File: src/rtl/fetch_controller.sv
// Instruction fetch sequencer: requests a word at pc_cur, hands it to decode,
// then loads the PC register with either the sequential PC or a redirect target.
module fetch_controller (
    input  logic        clk,
    input  logic        reset,
    input  logic [31:0] pc_cur,
    output logic [31:0] pc_next,
    output logic        update_pc,
    output logic        imem_req,
    output logic [31:0] imem_addr,
    input  logic        imem_ack,
    input  logic [31:0] imem_rdata,
    output logic [31:0] instr,
    output logic        instr_valid,
    input  logic        instr_ready,
    input  logic        redirect,
    input  logic [31:0] redirect_target,
    input  logic        halt,
    output logic        halted,
    output logic [31:0] fetch_count
);

    typedef enum logic [2:0] {
        IDLE,
        FETCH,
        DELIVER,
        UPDATE,
        HALT
    } state_t;

    state_t      state;
    logic        redir_pending;
    logic [31:0] redir_target_q;
    logic [31:0] target_aligned;
    logic [31:0] pc_seq;

    // Instruction addresses are word aligned, so the low two bits are dropped.
    assign target_aligned = redirect_target & 32'hFFFF_FFFC;
    assign pc_seq         = (pc_cur + 32'd4) & 32'hFFFF_FFFC;

    always_ff @(posedge clk) begin
        if (reset) begin
            state          <= IDLE;
            pc_next        <= 32'd0;
            update_pc      <= 1'b0;
            imem_req       <= 1'b0;
            imem_addr      <= 32'd0;
            instr          <= 32'd0;
            instr_valid    <= 1'b0;
            halted         <= 1'b0;
            fetch_count    <= 32'd0;
            redir_pending  <= 1'b0;
            redir_target_q <= 32'd0;
        end else begin
            case (state)
                IDLE: begin
                    if (redirect || redir_pending) begin
                        state         <= UPDATE;
                        update_pc     <= 1'b1;
                        pc_next       <= redirect ? target_aligned : redir_target_q;
                        redir_pending <= 1'b0;
                    end else if (halt) begin
                        state  <= HALT;
                        halted <= 1'b1;
                    end else begin
                        state     <= FETCH;
                        imem_req  <= 1'b1;
                        imem_addr <= pc_cur;
                    end
                end
                FETCH: begin
                    if (redirect) begin
                        redir_pending  <= 1'b1;
                        redir_target_q <= target_aligned;
                    end
                    // A redirected fetch still waits for its ack, then drops the word.
                    if (imem_ack) begin
                        imem_req <= 1'b0;
                        if (redirect || redir_pending) begin
                            state         <= UPDATE;
                            update_pc     <= 1'b1;
                            pc_next       <= redirect ? target_aligned : redir_target_q;
                            redir_pending <= 1'b0;
                        end else begin
                            state       <= DELIVER;
                            instr       <= imem_rdata;
                            instr_valid <= 1'b1;
                        end
                    end
                end
                DELIVER: begin
                    if (redirect) begin
                        state       <= UPDATE;
                        instr_valid <= 1'b0;
                        update_pc   <= 1'b1;
                        pc_next     <= target_aligned;
                    end else if (instr_ready) begin
                        state       <= UPDATE;
                        instr_valid <= 1'b0;
                        update_pc   <= 1'b1;
                        pc_next     <= pc_seq;
                        fetch_count <= fetch_count + 32'd1;
                    end
                end
                UPDATE: begin
                    state     <= IDLE;
                    update_pc <= 1'b0;
                    // A redirect landing here is replayed from IDLE.
                    if (redirect) begin
                        redir_pending  <= 1'b1;
                        redir_target_q <= target_aligned;
                    end
                end
                HALT: begin
                    halted <= 1'b1;
                end
                default: begin
                    state <= IDLE;
                end
            endcase
        end
    end

endmodule

File: config.mk
export PLATFORM = sky130hd
export DESIGN_NAME = fetch_controller
export DESIGN_NICKNAME = d
export VERILOG_FILES = /design/src/rtl/fetch_controller.sv
export SDC_FILE = /design/constraint.sdc
export NUM_CORES = 1
export LEC_CHECK = 0
export CAP_MARGIN = 15
export CORE_MARGIN = 2
export CORE_UTILIZATION = 50
export CTS_CLUSTER_DIAMETER = 200
export DETAILED_ROUTE_END_ITERATION = 10
export GPL_TIMING_DRIVEN = 0
export PLACE_DENSITY = 0.85
export RECOVER_POWER = 25
export REMOVE_ABC_BUFFERS = 1
export SLEW_MARGIN = 20
export SYNTH_ARGS = -nofsm -noshare
export SYNTH_HDL_FRONTEND = slang
export SYNTH_SLANG_ARGS = --single-unit
File: constraint.sdc
create_clock -name clk -period 6.13 [get_ports clk]
set_input_delay 0.613 -clock clk [delete_from_list [all_inputs] [get_ports clk]]
set_output_delay 0.613 -clock clk [all_outputs]
set_load 0.01 [all_outputs]
Word level (Yosys, flattened, before mapping)
Cells that the tools add are included.
W data, S select, Z words.
{ "word_totals": {"ff_bits": 168, "out_inout_bits": 132, "word_cells": 82} }
{ "op_classes": {"add_sub_neg": 2, "n_eq_ne": 11, "n_mux": 35, "bitwise": 4, "reduce_logical": 19} }
{ "op_table": {"columns": ["operator", "n"], "rows": [
  ["$mux W32", 5],
  ["$pmux W32 S3", 1],
  ["$add A32 B1 Y32 const B", 1],
  ["$add A32 B3 Y32 const B", 1],
  ["$reduce_and A3 Y1", 7],
  ["$mux W1", 18],
  ["$mux W3", 5],
  ["$ne A2 B2 Y1 const B", 6],
  ["$pmux W3 S4", 1],
  ["$reduce_and A4 Y1", 2],
  ["$eq A3 B2 Y1 const B", 2],
  ["$pmux W1 S2", 3],
  ["$reduce_bool A2 Y1", 3],
  ["$reduce_bool A3 Y1", 2],
  ["$not A1 Y1", 4],
  ["$pmux W1 S4", 1],
  ["$reduce_bool A4 Y1", 1],
  ["$eq A3 B1 Y1 const B", 1],
  ["$eq A3 B3 Y1 const B", 1],
  ["$logic_not A3 Y1", 1],
  ["$ne A3 B3 Y1 const B", 1],
  ["$pmux W1 S3", 1],
  ["$reduce_and A2 Y1", 1],
  ["$reduce_or A2 Y1", 1],
  ["$logic_or A1 B1 Y1", 1]
]} }

Logic depth before layout (Yosys ltp)
{ "logic_depth": {"word_depth": 4, "depth_mapped": 8} }

Worst setup path after synthesis
No wires, ideal clock.
{ "synth_path": {"path_kind": "in2reg", "startpoint": "input redirect", "endpoint": "register fetch_count[28]", "arrival_time_ns": 2.280, "required_ns": 6.060, "path_slack_ns": 3.780, "path_stages": 6, "path_cell_list": "buf_6 > or4b_4 > nor4_4 > nand3_2 > or4_1 > a21oi_1"} }
{ "synth_between": {"elab_chain_len": 2} }
{ "synth_lines": {"columns": ["element", "line", "text"], "rows": [
  ["from (decl)", "16", "input logic redirect,"],
  ["$not A1 Y1 (no line)", null, null],
  ["$reduce_and A3 Y1 (no line)", null, null],
  ["to (signal assigned)", "102", "fetch_count <= fetch_count + 32'd1;"],
  ["to (decl)", "20", "output logic [31:0] fetch_count"]
]} }
No other way between the ends.
A chain may end at the register's enable or synchronous reset.

Worst setup path in the final report
{ "layout_path": {"startpoint": "input redirect", "endpoint": "register pc_next[22]"} }
{ "layout_between": {"elab_chain_len": 4} }
{ "layout_lines": {"columns": ["element", "line", "text"], "rows": [
  ["$mux W32 / $logic_or A1 B1 Y1 (equally long branches)", null, null],
  ["$mux W32", "57, 79", null],
  ["$mux W32", "77", "if (imem_ack) begin"],
  ["$pmux W32 S3", "55", "case (state)"],
  ["to (signal assigned)", "60", "pc_next <= redirect ? target_aligned : redir_target_q;"],
  ["to (signal assigned)", "82", "pc_next <= redirect ? target_aligned : redir_target_q;"],
  ["to (signal assigned)", "96", "pc_next <= target_aligned;"],
  ["to (decl)", "7", "output logic [31:0] pc_next,"]
]} }
Parallel ways exist; a longest one is shown, timed or not. The select of a mux whose other input is x is not followed.

==> impl_metrics.tcl <==
set metrics [dict create \
    status "complete, no violations" \
    final-setup-viol-count 0 \
    overflow 0 \
    synth-seq-cells 168 \
    root_buffer "clkbuf_16" \
    cts_made_buffers 17 \
    peakVddDrop_uv 187 \
    post_cts_resized 0 \
    syn_to_final_growth_pct 40.1 \
    antenna_found_initial 0 \
    dieArea_mm2 0.0159 \
    grt_setup_unrepaired "no" \
    drive_gt1_frac 0.0497 \
    path_clk_slew_ps 60 \
    wl_per_cell_um 15.8 \
    synth_top_flop_cell "dfxtp_1" \
    multi_input_area_mm2 0.00377 \
    core_area_mm2 0.0145 \
    power.leakage_uw 0.00371 \
    numClockSinks 168 \
    fill_cells 1178 \
    synth_area_mm2 0.00743 \
    antennaDiodeCount 0 \
    grt_pass1_vias 7129 \
    via_count 7635 \
    fin_crit_sh 0.679 \
    drt_iter0_drc 467 \
    cts_buffer_depth 2 \
    place_congestion 0.831 \
    powerDensity_mw_per_mm2 262 \
    start_kind "input port" \
    hold_viol 0 \
    drt_first_pass_iters 5 \
    cp-end-kind "register" \
    dpl.hpwl_um 14800 \
    hold_class "register to register" \
    portBuffers 231 \
    ant_nets 0 \
    arrival_ps 4450 \
    fp.dieH_um 126 \
    initial_core_util 0.511 \
    fin_skew_ps 6.17 \
    ioPinCount 234 \
    grt_first_pass_wirelength_um 34700 \
    drc 0 \
    dp.cells 1321 \
    fmax_ghz 0.240 \
    worstMarginPinSlew_ps 1460 \
    postSynthCellCount 966 \
    synth_area_leaders "dfxtp_1 45%, nand2_1 12%, a21oi_1 8.0%, nor2_1 4.6%, a211oi_1 3.3%" \
    wirelength_um 21400 \
    path_class "input port to register" \
    fp.dieW_um 126 \
    clkLatencyLatePin_ps 420 \
    synth_top_area_cell "dfxtp_1" \
    path_max_fanout 32 \
    drv_cap 0 \
    grt_max_degree 130 \
    cts_tree "yes" \
    synth_top_area_frac 0.452 \
    synth_warnings 0 \
    nets 1260 \
    fin_util 0.717 \
    synth-seq-area-share 0.452 \
    finalCriticalPeriod_ps 4160 \
    grt_usage 0.265 \
    h-tree-depth 4 \
    slew_headroom 0.0275 \
    worstPathRequired_ps 6420 \
    final_cells 1351 \
    synth_area_per_cell_um2 7.70 \
    post_cts.repair.setup_buffers 0 \
    async_flop_share 0 \
    synth_edf_count 0 \
    slew_violations 0 \
    regArea_mm2 0.00336 \
    core.rowCount 44 \
    cts-hold-fix-buffers 0 \
    via_per_inst 5.65 \
    synth_cell_types 50 \
]
==> per-stage QoR <==
stage | instance area (um2) | setup WS, ps | setup TNS, ps | hold slack [ps] | total power, uW
after detailed placement | 9890 | 2950 | 0 | 444 | 1730
final | 10400 | 1970 | 0 | 449 | 2730
after CTS | 10400 | 3340 | 0 | 452 | 2760
after global routing | 10400 | 1600 | 0 | 469 | 2840
after floorplan | 7150 | 3150 | 0 | 430 | 1430
after global placement | 9700 | -686 | -18370 | 437 | 1710
==> layout make-up <==
cell class	count	share of cell area
Clock buffer	21	0.0442
Clock inverter	9	0.00973
Inverter	10	0.00360
Multi-Input combinational cell	718	0.362
Sequential cell	168	0.323
Tap cell	184	0.0221
Timing Repair Buffer	241	0.235
==> cell usage in the layout, fill, tap and decap left out, types with 4 or more instances in the layout <==
| master | instances |
|---|---|
| nand2_1 | 239 |
| dfxtp_1 | 168 |
| clkdlybuf4s50_1 | 159 |
| a21oi_1 | 119 |
| nor2_1 | 91 |
| dlygate4sd3_1 | 70 |
| a211oi_1 | 33 |
| nand3_1 | 25 |
| nand4_1 | 23 |
| o21ai_0 | 23 |
| nor3_1 | 20 |
| xor2_1 | 18 |
| xnor2_1 | 17 |
| clkbuf_16 | 17 |
| nor4_1 | 15 |
| a221oi_1 | 15 |
| inv_1 | 10 |
| or3_1 | 10 |
| o31a_1 | 7 |
| clkinv_2 | 5 |
| and4_1 | 4 |
| and3_1 | 4 |
| or2_2 | 4 |
| or4_1 | 4 |
| o21a_1 | 4 |
| clkbuf_1 | 4 |
==> worst max-delay path, stage by stage <==
cell and delay [ps]:
clkbuf_1 970, clkbuf_1 1130, nor2_1 290, a21oi_1 270, nand2_1 550, a221oi_1 480, a211oi_1 130
==> cells in the mapped netlist (all sizes together), types with 3 or more instances <==
master and count:
a211oi 33, a21oi 119, a221oi 15, a311oi 3, a31oi 3, and3 4
and4 4, buf 5, clkbuf 65, dfxtp 168, inv 10, nand2 240
nand3 26, nand4 24, nor2 92, nor3 22, nor3b 4, nor4 17
o21a 4, o21ai 24, o22ai 3, o31a 7, or2 4, or3 11
or4 5, xnor2 17, xor2 18
==> kinds of logic (layout without fill, tap and decap cells) <==
logic type               after synthesis  count (layout)  synth area share
AO/OA/AOI/OAI                        219             219             0.177
flip-flops                           168             168             0.452
adder cells (fa/ha/maj)                2               2           0.00337
XOR/XNOR                              35              35            0.0412
buffers and inverters                 80             281            0.0428
multiplexers                           2               2           0.00286
AND/OR/NAND/NOR                      460             460             0.280
==> registers in the layout, indices dropped and copies added (netlist names) <==
signal and cells:
fetch_count 32, imem_addr 32, instr 32, pc_next 32, redir_target_q 32, state 3, halted 1, imem_req 1
instr_valid 1, redir_pending 1, update_pc 1
==> path summary, 6_finish.rpt <==
path	start	to	slack (ps)	depth (start not counted)
worst max-delay path	redirect	pc_next[22]	1970	7
worst min-delay path	instr[12]	instr[12]	450	2
worst max register to register	state[0]	fetch_count[15]	3510	6
worst min register to register	instr[12]	instr[12]	450	2
==> layer usage <==
metal,global-route usage,wire (um)
met5,0,0
met4,0.100,575
met3,0.0688,1630
met2,0.435,9940
met1,0.336,9260
==> power by group <==
part           internal (uW)  switching, uW  leakage [uW]
combinational            228            266       0.00207
sequential              1160           40.7       0.00137
clock                    614            417      0.000278
(Power assumes the default switching activity.)
